## src/rtl/alu_issue_stage_if.sv

```systemverilog
// Handshake and data bundle between register-file read, the issue stage and the ALU.
interface alu_issue_stage_if;
  logic        flush;
  logic        in_valid;
  logic        in_ready;
  logic [31:0] instruction;
  logic [31:0] pc;
  logic [31:0] rs1_data;
  logic [31:0] rs2_data;
  logic        out_valid;
  logic        out_ready;
  logic [5:0]  ALU_Control;
  logic        branch_op;
  logic [31:0] operand_A;
  logic [31:0] operand_B;
  logic [31:0] out_pc;
  logic        illegal;

  // Issue stage side
  modport slave (
    input  flush, in_valid, instruction, pc, rs1_data, rs2_data, out_ready,
    output in_ready, out_valid, ALU_Control, branch_op, operand_A, operand_B,
           out_pc, illegal
  );

  // Upstream/downstream side (drives requests, consumes results)
  modport master (
    output flush, in_valid, instruction, pc, rs1_data, rs2_data, out_ready,
    input  in_ready, out_valid, ALU_Control, branch_op, operand_A, operand_B,
           out_pc, illegal
  );
endinterface

```

## src/rtl/alu_issue_stage.sv

```systemverilog
// RV32I decode/issue stage: decodes each accepted instruction into ALU control
// and operands, and holds results in a registered output with optional skid entry.
module alu_issue_stage #(
  parameter bit SKID_EN = 1'b1
) (
  input  logic        clock,
  input  logic        reset,
  alu_issue_stage_if.slave bus
);

  localparam logic [6:0] OPC_OP     = 7'b0110011;
  localparam logic [6:0] OPC_OP_IMM = 7'b0010011;
  localparam logic [6:0] OPC_LOAD   = 7'b0000011;
  localparam logic [6:0] OPC_STORE  = 7'b0100011;
  localparam logic [6:0] OPC_BRANCH = 7'b1100011;
  localparam logic [6:0] OPC_JAL    = 7'b1101111;
  localparam logic [6:0] OPC_JALR   = 7'b1100111;
  localparam logic [6:0] OPC_LUI    = 7'b0110111;
  localparam logic [6:0] OPC_AUIPC  = 7'b0010111;

  typedef struct packed {
    logic [5:0]  ctrl;
    logic        br;
    logic [31:0] a;
    logic [31:0] b;
    logic [31:0] pc;
    logic        ill;
  } entry_t;

  typedef enum logic [1:0] {ST_EMPTY, ST_FULL, ST_SKID} state_t;

  state_t state_q, state_d;
  entry_t main_q, main_d;
  entry_t skid_q, skid_d;
  logic   in_ready_q, in_ready_d;

  logic [6:0]  opcode;
  logic [2:0]  f3;
  logic        f7b5;
  logic [31:0] imm_i, imm_s, imm_u;
  logic [1:0]  dec_blk;
  logic [2:0]  dec_f3;
  logic [31:0] dec_a, dec_b;
  logic        dec_br, dec_ill;
  entry_t      dec;
  logic        out_valid, in_ready, accept, xfer;

  assign opcode = bus.instruction[6:0];
  assign f3     = bus.instruction[14:12];
  assign f7b5   = bus.instruction[30];
  assign imm_i  = {{20{bus.instruction[31]}}, bus.instruction[31:20]};
  assign imm_s  = {{20{bus.instruction[31]}}, bus.instruction[31:25], bus.instruction[11:7]};
  assign imm_u  = {bus.instruction[31:12], 12'b0};

  // Decode the incoming instruction into ALU block/funct3, operands and trap flag
  always_comb begin
    dec_blk = 2'b00;
    dec_f3  = 3'b000;
    dec_a   = '0;
    dec_b   = '0;
    dec_br  = 1'b0;
    dec_ill = 1'b0;
    case (opcode)
      OPC_OP: begin
        dec_blk = f7b5 ? 2'b01 : 2'b00;
        dec_f3  = f3;
        dec_a   = bus.rs1_data;
        dec_b   = bus.rs2_data;
      end
      OPC_OP_IMM: begin
        dec_blk = (f3 == 3'b101 && f7b5) ? 2'b01 : 2'b00;
        dec_f3  = f3;
        dec_a   = bus.rs1_data;
        dec_b   = imm_i;
        // SLLI with bit 30 set has no RV32I meaning
        if (f3 == 3'b001 && f7b5) dec_ill = 1'b1;
      end
      OPC_LOAD: begin
        dec_a = bus.rs1_data;
        dec_b = imm_i;
      end
      OPC_STORE: begin
        dec_a = bus.rs1_data;
        dec_b = imm_s;
      end
      OPC_BRANCH: begin
        dec_blk = 2'b10;
        dec_f3  = f3;
        dec_a   = bus.rs1_data;
        dec_b   = bus.rs2_data;
        dec_br  = 1'b1;
        if (f3 == 3'b010 || f3 == 3'b011) dec_ill = 1'b1;
      end
      OPC_JAL: begin
        dec_blk = 2'b11;
        dec_a   = bus.pc + 32'd4;
      end
      OPC_JALR: begin
        dec_blk = 2'b11;
        dec_a   = bus.pc + 32'd4;
        dec_b   = bus.rs1_data;
      end
      OPC_LUI: begin
        dec_b = imm_u;
      end
      OPC_AUIPC: begin
        dec_a = bus.pc;
        dec_b = imm_u;
      end
      default: dec_ill = 1'b1;
    endcase
    // The alternate block only implements add/sub, shift-left and shift-right
    if (dec_blk == 2'b01 && dec_f3 != 3'b000 && dec_f3 != 3'b001 && dec_f3 != 3'b101)
      dec_ill = 1'b1;
    // Illegal entries still flow to execute, but with neutral control/operands
    if (dec_ill) begin
      dec_blk = 2'b00;
      dec_f3  = 3'b000;
      dec_a   = '0;
      dec_b   = '0;
      dec_br  = 1'b0;
    end
  end

  assign dec = '{ctrl: {1'b0, dec_blk, dec_f3}, br: dec_br, a: dec_a, b: dec_b,
                 pc: bus.pc, ill: dec_ill};

  assign out_valid = (state_q != ST_EMPTY);
  assign in_ready  = SKID_EN ? in_ready_q : (!out_valid || bus.out_ready);
  assign accept    = bus.in_valid && in_ready;
  assign xfer      = out_valid && bus.out_ready;

  // Next-state for the output/skid registers; flush overrides all movement
  always_comb begin
    state_d = state_q;
    main_d  = main_q;
    skid_d  = skid_q;
    if (bus.flush) begin
      state_d = ST_EMPTY;
    end else begin
      case (state_q)
        ST_EMPTY: begin
          if (accept) begin
            main_d  = dec;
            state_d = ST_FULL;
          end
        end
        ST_FULL: begin
          if (accept && xfer) begin
            main_d = dec;
          end else if (accept) begin
            if (SKID_EN) begin
              skid_d  = dec;
              state_d = ST_SKID;
            end
          end else if (xfer) begin
            state_d = ST_EMPTY;
          end
        end
        ST_SKID: begin
          if (xfer) begin
            main_d  = skid_q;
            state_d = ST_FULL;
          end
        end
        default: state_d = ST_EMPTY;
      endcase
    end
    in_ready_d = (state_d != ST_SKID);
  end

  // State and data registers with asynchronous clear
  always_ff @(posedge clock or posedge reset) begin
    if (reset) begin
      state_q    <= ST_EMPTY;
      main_q     <= '0;
      skid_q     <= '0;
      in_ready_q <= 1'b1;
    end else begin
      state_q    <= state_d;
      main_q     <= main_d;
      skid_q     <= skid_d;
      in_ready_q <= in_ready_d;
    end
  end

  assign bus.in_ready    = in_ready;
  assign bus.out_valid   = out_valid;
  assign bus.ALU_Control = main_q.ctrl;
  assign bus.branch_op   = main_q.br;
  assign bus.operand_A   = main_q.a;
  assign bus.operand_B   = main_q.b;
  assign bus.out_pc      = main_q.pc;
  assign bus.illegal     = main_q.ill;

endmodule

```

## src/flat_wrapper.sv

```systemverilog
// flat-port wrapper written by rule: the top's interface ports become plain ports
module alu_issue_stage_flat 
#(
  parameter bit SKID_EN = 1'b1
)
  (clock, reset, bus_flush, bus_in_valid, bus_instruction, bus_pc, bus_rs1_data, bus_rs2_data, bus_out_ready, bus_in_ready, bus_out_valid, bus_ALU_Control, bus_branch_op, bus_operand_A, bus_operand_B, bus_out_pc, bus_illegal);
  alu_issue_stage_if bus_i ();
  input  logic clock;
  input  logic reset;
  input wire logic [$bits(bus_i.flush)-1:0] bus_flush;
  input wire logic [$bits(bus_i.in_valid)-1:0] bus_in_valid;
  input wire logic [$bits(bus_i.instruction)-1:0] bus_instruction;
  input wire logic [$bits(bus_i.pc)-1:0] bus_pc;
  input wire logic [$bits(bus_i.rs1_data)-1:0] bus_rs1_data;
  input wire logic [$bits(bus_i.rs2_data)-1:0] bus_rs2_data;
  input wire logic [$bits(bus_i.out_ready)-1:0] bus_out_ready;
  output wire logic [$bits(bus_i.in_ready)-1:0] bus_in_ready;
  output wire logic [$bits(bus_i.out_valid)-1:0] bus_out_valid;
  output wire logic [$bits(bus_i.ALU_Control)-1:0] bus_ALU_Control;
  output wire logic [$bits(bus_i.branch_op)-1:0] bus_branch_op;
  output wire logic [$bits(bus_i.operand_A)-1:0] bus_operand_A;
  output wire logic [$bits(bus_i.operand_B)-1:0] bus_operand_B;
  output wire logic [$bits(bus_i.out_pc)-1:0] bus_out_pc;
  output wire logic [$bits(bus_i.illegal)-1:0] bus_illegal;
  assign bus_i.flush = bus_flush;
  assign bus_i.in_valid = bus_in_valid;
  assign bus_i.instruction = bus_instruction;
  assign bus_i.pc = bus_pc;
  assign bus_i.rs1_data = bus_rs1_data;
  assign bus_i.rs2_data = bus_rs2_data;
  assign bus_i.out_ready = bus_out_ready;
  assign bus_in_ready = bus_i.in_ready;
  assign bus_out_valid = bus_i.out_valid;
  assign bus_ALU_Control = bus_i.ALU_Control;
  assign bus_branch_op = bus_i.branch_op;
  assign bus_operand_A = bus_i.operand_A;
  assign bus_operand_B = bus_i.operand_B;
  assign bus_out_pc = bus_i.out_pc;
  assign bus_illegal = bus_i.illegal;
  alu_issue_stage #(.SKID_EN(SKID_EN)) u_core (.clock(clock), .reset(reset), .bus(bus_i));
endmodule
```

## config.mk

```make
export PLATFORM = sky130hd
export DESIGN_NAME = alu_issue_stage_flat
export DESIGN_NICKNAME = d
export VERILOG_FILES = /design/src/rtl/alu_issue_stage_if.sv /design/src/rtl/alu_issue_stage.sv /design/src/flat_wrapper.sv
export SDC_FILE = /design/constraint.sdc
export NUM_CORES = 1
export LEC_CHECK = 0
export BUFFER_PORTS_ARGS = -buffer_cell sky130_fd_sc_hd__clkbuf_2
export CELL_PAD_IN_SITES_DETAIL_PLACEMENT = 1
export CELL_PAD_IN_SITES_GLOBAL_PLACEMENT = 2
export CORE_ASPECT_RATIO = 2
export CORE_MARGIN = 3
export CORE_UTILIZATION = 31
export CTS_BUF_LIST = sky130_fd_sc_hd__clkbuf_8
export CTS_CLUSTER_DIAMETER = 200
export DETAILED_ROUTE_END_ITERATION = 10
export GPL_ROUTABILITY_DRIVEN = 0
export GPL_TIMING_DRIVEN = 1
export PLACE_DENSITY_LB_ADDON = 0.1
export SLEW_MARGIN = 20
export SYNTH_ARGS = -nofsm -noshare
export SYNTH_HDL_FRONTEND = slang
export SYNTH_SLANG_ARGS = --single-unit
export TNS_END_PERCENT = 10
```

## constraint.sdc

```tcl
create_clock -name clock -period 8 [get_ports clock]
set_clock_uncertainty 0.1 [all_clocks]
set_input_delay 2 -clock clock [delete_from_list [all_inputs] [get_ports clock]]
set_output_delay 2 -clock clock [all_outputs]
set_load 0.02 [all_outputs]
```

* Word level (Yosys, flattened, before mapping)
Cells that the tools add are included.
** Word-level totals
- Register bits :: 210
- Bits in latches :: 0
- Memory bits (writable) :: 0
- ROM bits :: 0
- Input bits :: 133
- Logic and storage cells :: 88
- Memories :: 0
** Cells by class
- Add/subtract/negate cells :: 1
- Multipliers :: 0
- Div/mod/pow operators :: 0
- Magnitude comparators :: 0
- Equal/unequal tests :: 22
- Shift operators :: 0
- Mux-type cells :: 27
- Bitwise logic cells :: 2
- Reduce and logical (&&, ||, !) cells :: 22
** Operators with widths (count)
- $mux W104 :: 3
- $pmux W104 S3 :: 1
- $pmux W32 S5 :: 1
- $pmux W32 S3 :: 1
- $mux W32 :: 2
- $add A32 B3 Y32 const B :: 1
- $eq A7 B6 Y1 const B :: 3
- $eq A7 B7 Y1 const B :: 3
- $eq A7 B5 Y1 const B :: 2
- $mux W2 :: 7
- $logic_and A1 B1 Y1 :: 8
- $pmux W2 S4 :: 1
- $reduce_or A2 Y1 :: 4
- $eq A7 B2 Y1 const B :: 1
- $mux W1 :: 7
- $reduce_or A7 Y1 :: 1
- $eq A3 B2 Y1 const B :: 2
- $mux W3 :: 2
- $ne A2 B1 Y1 const B :: 3
- $pmux W2 S3 :: 1
- $reduce_bool A3 Y1 :: 2
- $reduce_and A5 Y1 :: 1
- $reduce_or A5 Y1 :: 1
- $eq A2 B1 Y1 const B :: 2
- other kinds (13) :: 14

* Logic depth before layout (Yosys ltp)
Gate-level depths: netlist (run 1).
- Depth in word-level cells :: 12
- Depth in mapped cells :: 9
- Depth with buffers taken out :: 7

* Worst setup path before layout (run 1)
OpenSTA, ideal clock, no wires.
- Path kind :: input to register
- From :: input port bus_pc[6]
- To :: register u_core.main_q, in the netlist u_core.bus.operand_A[19]
- Library setup time :: 0.077 ns
- Arrival :: 3.576 ns
- Data required time :: 7.823 ns
- Path slack :: 4.247 ns
- Cell stages on the path :: 7
- Cells stage by stage :: buf_2 > nand4_4 > or4_4 > or3_1 > a21oi_2 > o211ai_1 > a21oi_1
** On the way
- Longest elaborated chain between the ends :: 5
- Elaborated cells on any way between the ends :: 6
- Classes of those cells :: 1 x add/sub; 5 x mux
** Ends and longest elaborated chain
- start, declared :: RTL line flat_wrapper.sv:13 : input wire logic [$bits(bus_i.pc)-1:0] bus_pc;
- $add A32 B3 Y32 * :: RTL line alu_issue_stage.sv:96, alu_issue_stage.sv:100
- $pmux W32 S3 * :: RTL line alu_issue_stage.sv:63 : case (opcode)
- $mux W32 * :: RTL line alu_issue_stage.sv:116 : if (dec_ill) begin
- $mux W104 (on tied branches) :: RTL line alu_issue_stage.sv:149, alu_issue_stage.sv:143
- $pmux W104 S3 * :: RTL line alu_issue_stage.sv:141 : case (state_q)
- end signal, assigned :: RTL line alu_issue_stage.sv:181 : main_q <= main_d;
- end, declared :: RTL line alu_issue_stage.sv:33 : entry_t main_q, main_d;
Every way passes the cells marked *; elsewhere a longest branch is shown, timed or not. The select of a mux whose other input is x is not followed.
A chain may end at the register's enable or synchronous reset.

* Worst setup path after layout (run 1)
- From :: input port bus_in_valid
- To :: register u_core.main_q, in the netlist u_core.bus.operand_B[9]
** On the way
- Longest elaborated chain between the ends :: 4
- Elaborated cells on any way between the ends :: 5
- Classes of those cells :: 2 x eq/ne; 3 x reduce/logical
** Ends and longest elaborated chain
- start, declared :: RTL line flat_wrapper.sv:11 : input wire logic [$bits(bus_i.in_valid)-1:0] bus_in_valid;
- $logic_and A1 B1 Y1 * :: RTL line alu_issue_stage.sv:130 : assign accept = bus.in_valid && in_ready;
- $logic_and A1 B1 Y1 :: RTL line alu_issue_stage.sv:149 : if (accept && xfer) begin
- $ne A2 B1 Y1 (no line)
- $reduce_and A5 Y1 (no line) *
Every way passes the cells marked *; elsewhere a longest branch is shown, timed or not.

==> results.md, run 1 <==
* Die area at 37700 um2
* Setup_tns at 0 ps
* Post-Syn Nets at 1329
* First-pass GRT wire length at around 70000 um
* Post-Synthesis Cells at ~1200
* Share of the synthesized area in the top cell type at 47.6%
* LEAKAGE at 6.12 nW
* Critical path's slowest cell: o21ba_4
* Synth warnings at 0
* Die width at 139 um
* Critical Path Source Type: primary input
* Yosys reg bits at 209
* Required @ worst endpoint at about 8300 ps
* End point of the worst hold path: u_core.skid_q[99]
* Post-synth EDFFs at 0
* Slew HR at 25.4%
* Worst Reg-to-Reg Cells at 7
* Cell Area, Synth at 10900 um2
* Max clock buf depth at 3
* FF-to-FF End: u_core.bus.operand_A[25]
* Total CTS buffers at 34
* Cts hold-fix bufs at 0
* Setup Viol. Count Final at 0
* Worst hold stages at 2
* Layout cells sized above 1 at approximately a quarter
* Multi-input gate area at 5180 um2
* Hold WC Path Type: flip-flop to flip-flop
* Mean area per synthesized cell at 9.15 um2
* Top delay family on crit path: compound AO/OA/AOI/OAI gates
* Status: finished, final reports clean
* R2R Setup Slk at 4590 ps
* Setup bufs post-CTS at 0
* Drt initial violations at 676
* Setup crit start: bus_in_valid
* Period minus WS final at 4320 ps
* H-tree depth at 2
* Critical Path End Type: flip-flop
* Worst slew pin tran at ~1100 ps
* Fillers at 4134
* Arrival @ worst endpoint at 4650 ps
* Area leader, netlist: dfrtp_1
* Final hold slack at 372 ps
* Routed vias/inst at 5.64
* Starting density of the core at between 30% and 40%
* Largest net degree at the start of global routing at 94
* Global route overflow at 0
* # DRC at 0
* Total GRT Usage at 23.7%
* Final HPWL DP at 33200 um
* Drt first pass iters at 5
* Antenna violations before repair at 5
* Routed Antenna Nets at 0
* Post-Route WL at 45900 um
* FMAX at 0.232 GHz
* # IOs at around 240
* Die H at 272 um
* Layout net count at 1511
* Layout Area Growth over Synthesis at 18.8%
* FF+latch area at approximately 5200 um2
* Most frequent cells in the layout: nand2_1, clkbuf_2, dfrtp_1
* Buf/Inv on CP at 2
* Post-synth ARST share at 100%
* Max rail drop VDD at 120 uV
* Fin. Hold Viols at 0
* Fin. max-slew vios at 0
* Core Region at 34600 um2
* Port Buffers at 237
* Count of different cell masters after synthesis at 74
* Vias in the first global route at approximately 11000
* Crit Path Max Fanout at 71
* Tcrit/Tclk final at 54.0%
* CTS root buffer: clkbuf_8
* Commonest non-fill, non-tap cell in the layout: nand2_1
* Fin util at 37.5%
* Reg2reg start: u_core.state_q[1]
* Unrepaired setup endpoints after global routing: no
* Post-synthesis sequential area ratio at 47.8%
* Hold Crit Start: u_core.skid_q[99]
* # rows at 96
* Main flop type after synthesis: dfrtp_1
* Setup CP Type: primary input to flip-flop
* TritonCTS Sinks at 209
* Wire per inst at 24.9 um
* Vias at 10387
* Power Dens Cells at around 200 nW/um2
* Resized cells post-CTS at 0
* Max cap viols at 0
* Clk_lat worst skew at between 500 and 600 ps
* CTS clk-pin slew, worst paths at 60 ps
* Worst-path cell chain: clkbuf_2 > nand2_1 > nor3_1 > o21ba_4 > buf_4 > nand3_1 > o211ai_1
* Crit path largest cell delay at 770 ps
* Synth top area cells: dfrtp_1, nand2_1, a21oi_1, and3_1, a222oi_1
* CTS tree: yes
[stage by stage]
stage	power (mW)	cell area, um2	cells	worst slack [ps]
after floorplan	1.46	10900	1195	192
after global placement	1.66	12300	1782	3230
after detailed placement	1.67	12300	1782	3170
after CTS	2.66	13000	1839	3730
after global routing	2.75	13000	1841	3550
final	2.61	13000	1842	3680
[flip-flops by register name (all words and copies together), names as in the netlist, 2 cells and up]
| name | cells |
|---|---|
| u_core.bus.ALU_Control | 5 |
| u_core.bus.operand_A | 32 |
| u_core.bus.out_pc | 32 |
| u_core.skid_q | 103 |
| u_core.bus.operand_B | 32 |
| u_core.state_q | 2 |
[cells in the mapped netlist (all sizes together), types with 4 or more instances]
master / instances
nand2: 254
dfrtp: 208
a21oi: 84
clkbuf: 72
nor2: 68
o21ai: 64
and3: 56
a31oi: 36
buf: 34
nand3: 32
a222oi: 31
or3: 29
a221o: 27
mux2: 25
o31ai: 20
nand4: 16
o211ai: 15
a21o: 11
a221oi: 10
nor3: 10
mux2i: 9
nor4: 9
inv: 7
a22o: 5
a32oi: 5
xnor2: 5
a22oi: 4
and4: 4
or4: 4
[layout make-up]
type / count / area share (%)
clock buffers: 44 / 4.66
diodes: 3 / 0.0578
flip-flops and latches: 209 / 40.3
clock inverters: 13 / 0.617
repair buffers: 252 / 10.0
multi-input cells: 873 / 39.9
well taps: 441 / 4.25
inverters: 7 / 0.260
[worst max-delay path by stage]
stage,end,slack [ps],cells after the start
3_3_place_gp,u_core.bus.operand_B[10],3230,7
6_report,u_core.bus.operand_B[9],3680,7
2_1_floorplan,u_core.bus.ALU_Control[0],190,1
4_1_cts,u_core.bus.operand_B[6],3730,7
5_1_grt,u_core.bus.operand_B[10],3550,7
3_5_place_dp,u_core.bus.operand_B[6],3170,7
[kinds of logic after synthesis]
logic type	share of synthesized area, %
buffers and inverters	5.45
and+or+nand+nor	21.9
adders and majority gates	0.114
DFF	47.8
other	0.0343
xor gates and xnor gates	0.481
muxes	3.40
AOI/OAI and AO/OA	20.7
[where the power goes]
group / switching (mW) / total (mW) / internal, mW / leakage (nW)
logic: 0.293 / 0.423 / 0.130 / 2.99
clock network: 0.447 / 0.971 / 0.523 / 0.389
registers: 0.0606 / 1.22 / 1.15 / 2.74
total: 0.801 / 2.61 / 1.81 / 6.12
[metal layers]
layer	track usage (%)	up-vias	wire length [um]
li1	-	4736	-
met4	10.7	4	2100
met3	3.98	95	2410
met2	41.9	339	23600
met1	28.0	5213	17800
met5	0	-	29
[tightest hold or removal path, cell delays in order, from the launching register on]
cell	delay (ps)
dfrtp_1	340
nand2_1	50
o31ai_1	50
Note: power is estimated with default switching activity, not from simulation.
==> run 2, diff against run 1 <==
- CORE_UTILIZATION: 31 -> 34
- clock period: 8 -> 4.2 ns (I/O delays scaled with it)
==> run 2 against run 1 <==
  * Sequential cell count did not move
  * Hold slack improved by 1.2 ps
  * Largest cell class unchanged
  * Combinational power rose by 96%
  * Highest routed layer is now met4
==> results.md, run 2 (synthesized netlist as in run 1, its figures left out) <==
* Status: finished, final reports clean
* Vias in the first global route at 10951
* Antenna violations before repair at 1
* Largest net degree at the start of global routing at 122
* Vias at 10497
* Top delay family on crit path: simple AND/OR/NAND/NOR gates
* Final Cell Area at 13200 um2
* Period minus WS final at 3140 ps
* TritonCTS Sinks at 209
* Post-Route WL at 45800 um
* First-pass GRT wire length at 68800 um
* Fin. Hold Viols at 0
* Worst slew pin tran at 996 ps
* Die H at 260 um
* Arrival @ worst endpoint at 3460 ps
* Placed Instances at 1784
* Max cap viols at 0
* LEAKAGE at 6.26 nW
* Final HPWL DP at 33400 um
* Total GRT Usage at between 20% and 30%
* Die area at 34500 um2
* Wire per inst at 24.8 um
* Starting density of the core at 34.5%
* Fin. max-slew vios at 0
* H-tree depth at 2
* Cts hold-fix bufs at 0
* Critical Path Source Type: primary input
* CTS root buffer: clkbuf_8
* Fillers at 3767
* CTS clk-pin slew, worst paths at 70 ps
* Largest Register: u_core.skid_q
* Max rail drop VDD at ~200 uV
* Global route overflow at 0
* Post-Layout Cell Count at 1847
* Worst-path cell chain: clkbuf_2 > inv_2 > or4_1 > o311a_2 > nand2_2 > a21oi_1 > a221o_1
* Layout net count at ~1500
* Power Dens Cells at 384 nW/um2
* Total CTS buffers at 36
* Die width at between 100 and 150 um
* Tcrit/Tclk final at 74.9%
* Total power draw at ~5 mW
* Resized cells post-CTS at 0
* Drt first pass iters at 6
* Routed Antenna Nets at 0
* # rows at just over 90
* Port Buffers at 237
* Layout cells sized above 1 at a little over a quarter
* # IOs at 239
* Layout Area Growth over Synthesis at 21.0%
* Critical path's slowest cell: or4_1
* CTS tree: yes
* Crit Path Max Fanout at 32
* Unrepaired setup endpoints after global routing: no
* # DRC at 0
* Crit path largest cell delay at 570 ps
* Final worst slack at 1060 ps
* Hold WC Path Type: flip-flop to flip-flop
* Max clock buf depth at 3
* Max reg flops at 103
* Final hold slack at between 300 and 400 ps
* Setup Viol. Count Final at 0
* FMAX at 0.318 GHz
* Setup bufs post-CTS at 0
* Fin util at approximately two fifths
* Setup_tns at 0 ps
* Clk_lat worst skew at 550 ps
* Slew HR at 32.6%
* Critical Path End Type: flip-flop
* Most frequent cells in the layout: nand2_1, clkbuf_2, dfrtp_1
* Place WS at 523 ps
* Core Region at 31700 um2
* Setup CP Type: primary input to flip-flop
* Routed vias/inst at approximately 5.7
* Commonest non-fill, non-tap cell in the layout: nand2_1
* Buf/Inv on CP at 2
* Post-DP Area at 12500 um2
* Required @ worst endpoint at between 4000 and 5000 ps
* Drt initial violations at 636
[run 2: cell count changes in the layout (fill, tap and decap cells not counted)]
cell,delta
nor2_1,+1
buf_4,+13
inv_8,-1
buf_12,+7
clkinv_2,+1
diode_2,-2
clkinvlp_4,+3
nor2_4,-1
clkbuf_8,+2
[run 2: area by class of cell]
class,instances,area [um2],area share (%)
Antenna cell,1,2.50,0.0189
Sequential cell,209,5230,39.5
Inverter,7,30.0,0.227
Timing Repair Buffer,272,1540,11.6
Multi-Input combinational cell,873,5170,39.1
Tap cell,423,529,4.00
Clock inverter,16,100,0.756
Clock buffer,46,633,4.78
[run 2: path summary, 6_finish.rpt]
path	start	to	slack (ps)	cells past startpoint
hold reg to reg	u_core.skid_q[91]	u_core.skid_q[91]	370	2
max in group asynchronous	reset	u_core.bus.operand_B[17]	2640	3
hold / removal	u_core.skid_q[91]	u_core.skid_q[91]	370	2
min in group asynchronous	reset	u_core.bus.branch_op	510	2
setup / recovery	bus_instruction[6]	u_core.bus.operand_B[12]	1060	7
setup reg to reg	u_core.bus.in_ready	u_core.bus.operand_A[31]	1620	7
[run 2: worst reg2reg max path: cells and delay by family, from the launching register on]
kind	cells	cell delay, ps
flops	1	530
buf+inv	1	340
compound gates	3	610
simple gates	3	910
[run 2: layer usage]
layer / global-route usage, % / vias up / routed length, um
li1: - / 4791 / -
met1: 30.2 / 5276 / 17900
met2: 46.6 / 326 / 23800
met3: 4.39 / 104 / 2220
met4: 10.5 / 0 / 1980
met5: 0 / - / 0
[run 2: where the power goes]
group	total, mW	internal [mW]	switching, mW
Clock	1.94	1.05	0.895
Sequential	2.31	2.20	0.113
Combinational	0.828	0.262	0.566
==> run 3, diff against run 2 <==
- ABC_AREA: unset -> 1
- CORE_UTILIZATION: 34 -> 31
- clock period: 4.2 -> 2.9 ns (I/O delays scaled with it)
==> run 3 against run 2 <==
  * Cell area up 6.5%
  * Clock power up 44%
  * Core utilization down 3.4 points
  * Largest power group unchanged
  * Highest routed layer unchanged
==> results.md, run 3 <==
* Status: finished, final reports clean
* Port Buffers at 237
* Required @ worst endpoint at 3230 ps
* Drt initial violations at 550
* Setup bufs post-CTS at 0
* Critical Path Source Type: flip-flop
* Total GRT Usage at 24.2%
* CTS clk-pin slew, worst paths at 60 ps
* Largest Register: u_core.skid_q
* Antenna violations before repair at 3
* Post-Synthesis Cells at 1742
* LEAKAGE at 8.23 nW
* Layout cells sized above 1 at 17.0%
* Buf/Inv on CP at 3
* Crit Path Max Fanout at 199
* TritonCTS Sinks at roughly 210
* # IOs at 239
* Clk_lat worst skew at 540 ps
* Setup CP Type: flip-flop to flip-flop
* Die area at 39800 um2
* Most frequent cells in the layout: nand2_1, clkbuf_2, dfrtp_1
* Global route overflow at 0
* Critical Path End Type: flip-flop
* Post-Layout Cell Count at ~2400
* First-pass GRT wire length at roughly 75000 um
* Worst-path cell chain: nand2_1 > inv_1 > nand3_1 > nor3_1 > inv_4 > buf_12 > o21ai_0
* Max cap viols at 0
* Cell Area, Synth at about 12000 um2
* Post-DP Area at between 10000 and 15000 um2
* Post-synth ARST share at 100%
* Die H at ~280 um
* Wire per inst at 19.7 um
* Worst Reg-to-Reg Cells at 7
* Post-synthesis sequential area ratio at a little under half
* Routed vias/inst at roughly 4.9
* Top post-synthesis cells by count: nand2_1, dfrtp_1, nor2_1
* Share of the synthesized area in the top cell type at 45.0%
* Max reg flops at about 100
* Setup Viol. Count Final at 0
* # rows at between 90 and 100
* Resized cells post-CTS at 0
* Layout Area Growth over Synthesis at 21.9%
* CTS root buffer: clkbuf_8
* H-tree depth at 2
* Area leader, netlist: dfrtp_1
* Fillers at 4764
* Hold WC Path Type: primary input to asynchronous set/reset pin
* FF+latch area at 5230 um2
* Fin. Hold Viols at 0
* Place WS at 266 ps
* Core Region at 36700 um2
* Arrival @ worst endpoint at about 2700 ps
* Count of different cell masters after synthesis at 29
* Post-synth EDFFs at 0
* Largest net degree at the start of global routing at 200
* Top delay family on crit path: flip-flops
* Mean area per synthesized cell at 6.64 um2
* Drt first pass iters at 4
* Max rail drop VDD at approximately 280 uV
* Post-Syn Nets at between 1500 and 2000
* Total CTS buffers at 35
* Fin. max-slew vios at 0
* FMAX at 0.418 GHz
* Placed Instances at 2372
* Commonest non-fill, non-tap cell in the layout: nand2_1
* # DRC at 0
* CTS tree: yes
* Vias at 11955
* Critical path's slowest cell: dfstp_2
* Synth top area cells: dfrtp_1, nand2_1, nor2_1, o21ai_0, nand3_1
* Final HPWL DP at 36300 um
* Final worst slack at approximately 500 ps
* Most frequent cell after synthesis: nand2_1
* Cts hold-fix bufs at 0
* Die width at 143 um
* Routed Antenna Nets at 0
* Main flop type after synthesis: dfrtp_1
* Yosys reg bits at 209
* Unrepaired setup endpoints after global routing: no
* Synth warnings at 0
* Max clock buf depth at 3
* Layout net count at 2089
* Worst path depth at 7
* Final Cell Area at 14100 um2
* Post-Route WL at 48000 um
* Slew HR at 33.7%
* Worst slew pin tran at 995 ps
* Tcrit/Tclk final at between 80 and 90%
* Period minus WS final at approximately 2400 ps
* Multi-input gate area at around 5600 um2
* Vias in the first global route at between 10000 and 15000
* Starting density of the core at 31.5%
* Power Dens Cells at approximately 520 nW/um2
* Crit path largest cell delay at 530 ps
-- run 3: path summary, 6_finish.rpt --
| check | startpoint | endpoint | slack, ps |
|---|---|---|---|
| max | u_core.bus.in_ready | u_core.skid_q[18] | 510 |
| min | reset | u_core.bus.operand_B[2] | 160 |
| max reg2reg | u_core.bus.in_ready | u_core.skid_q[18] | 510 |
| min reg2reg | u_core.bus.ALU_Control[0] | u_core.bus.ALU_Control[0] | 380 |
| max in group asynchronous | reset | u_core.skid_q[99] | 1840 |
| min in group clock | bus_out_ready | u_core.bus.in_ready | 340 |
-- run 3: cell type report --
cell class	instances	area share [%]
multi-input combinational	1341	39.4
sequential	209	37.1
timing repair buffer	274	11.8
clock buffer	43	4.20
tap	454	4.03
inverter	94	2.58
clock inverter	16	0.817
antenna	3	0.0533
-- run 3: kinds of logic after synthesis --
kind of cell    synth area share (%)
compound gates                  8.78
fa+ha+maj                      0.108
buf+inv                         6.89
flops                           45.2
other cells                   0.0324
simple gates                    39.0
-- run 3: power breakdown --
part | switching [mW] | total [mW] | leakage [nW] | internal (mW)
logic | 0.819 | 1.19 | 5.01 | 0.373
registers | 0.154 | 3.35 | 2.81 | 3.19
clock network | 1.29 | 2.80 | 0.409 | 1.51
total | 2.26 | 7.34 | 8.23 | 5.08
-- run 3: stage by stage --
stage	power [mW]	setup TNS, ps	util [%]	hold WS [ps]
global placement	4.58	0	36.5	363
floorplan	4.05	-132790	-	348
finish	7.34	0	38.4	165
detailed placement	4.62	0	36.5	366
global route	7.76	0	38.4	151
CTS	7.49	0	38.4	140
-- run 3: worst register-to-register path: cells and delay by family (launching register included) --
kind / cells / cell delay [ps]
simple gates: 3 / 540
compound gates: 1 / 700
flops: 1 / 530
buf+inv: 3 / 410
-- run 3: per-layer routing --
layer | track usage [%] | share of wire, %
met1 | 28.7 | 40
met3 | 2.79 | 3.8
met2 | 44.0 | 52
met5 | 0 | 0
met4 | 9.47 | 4.0
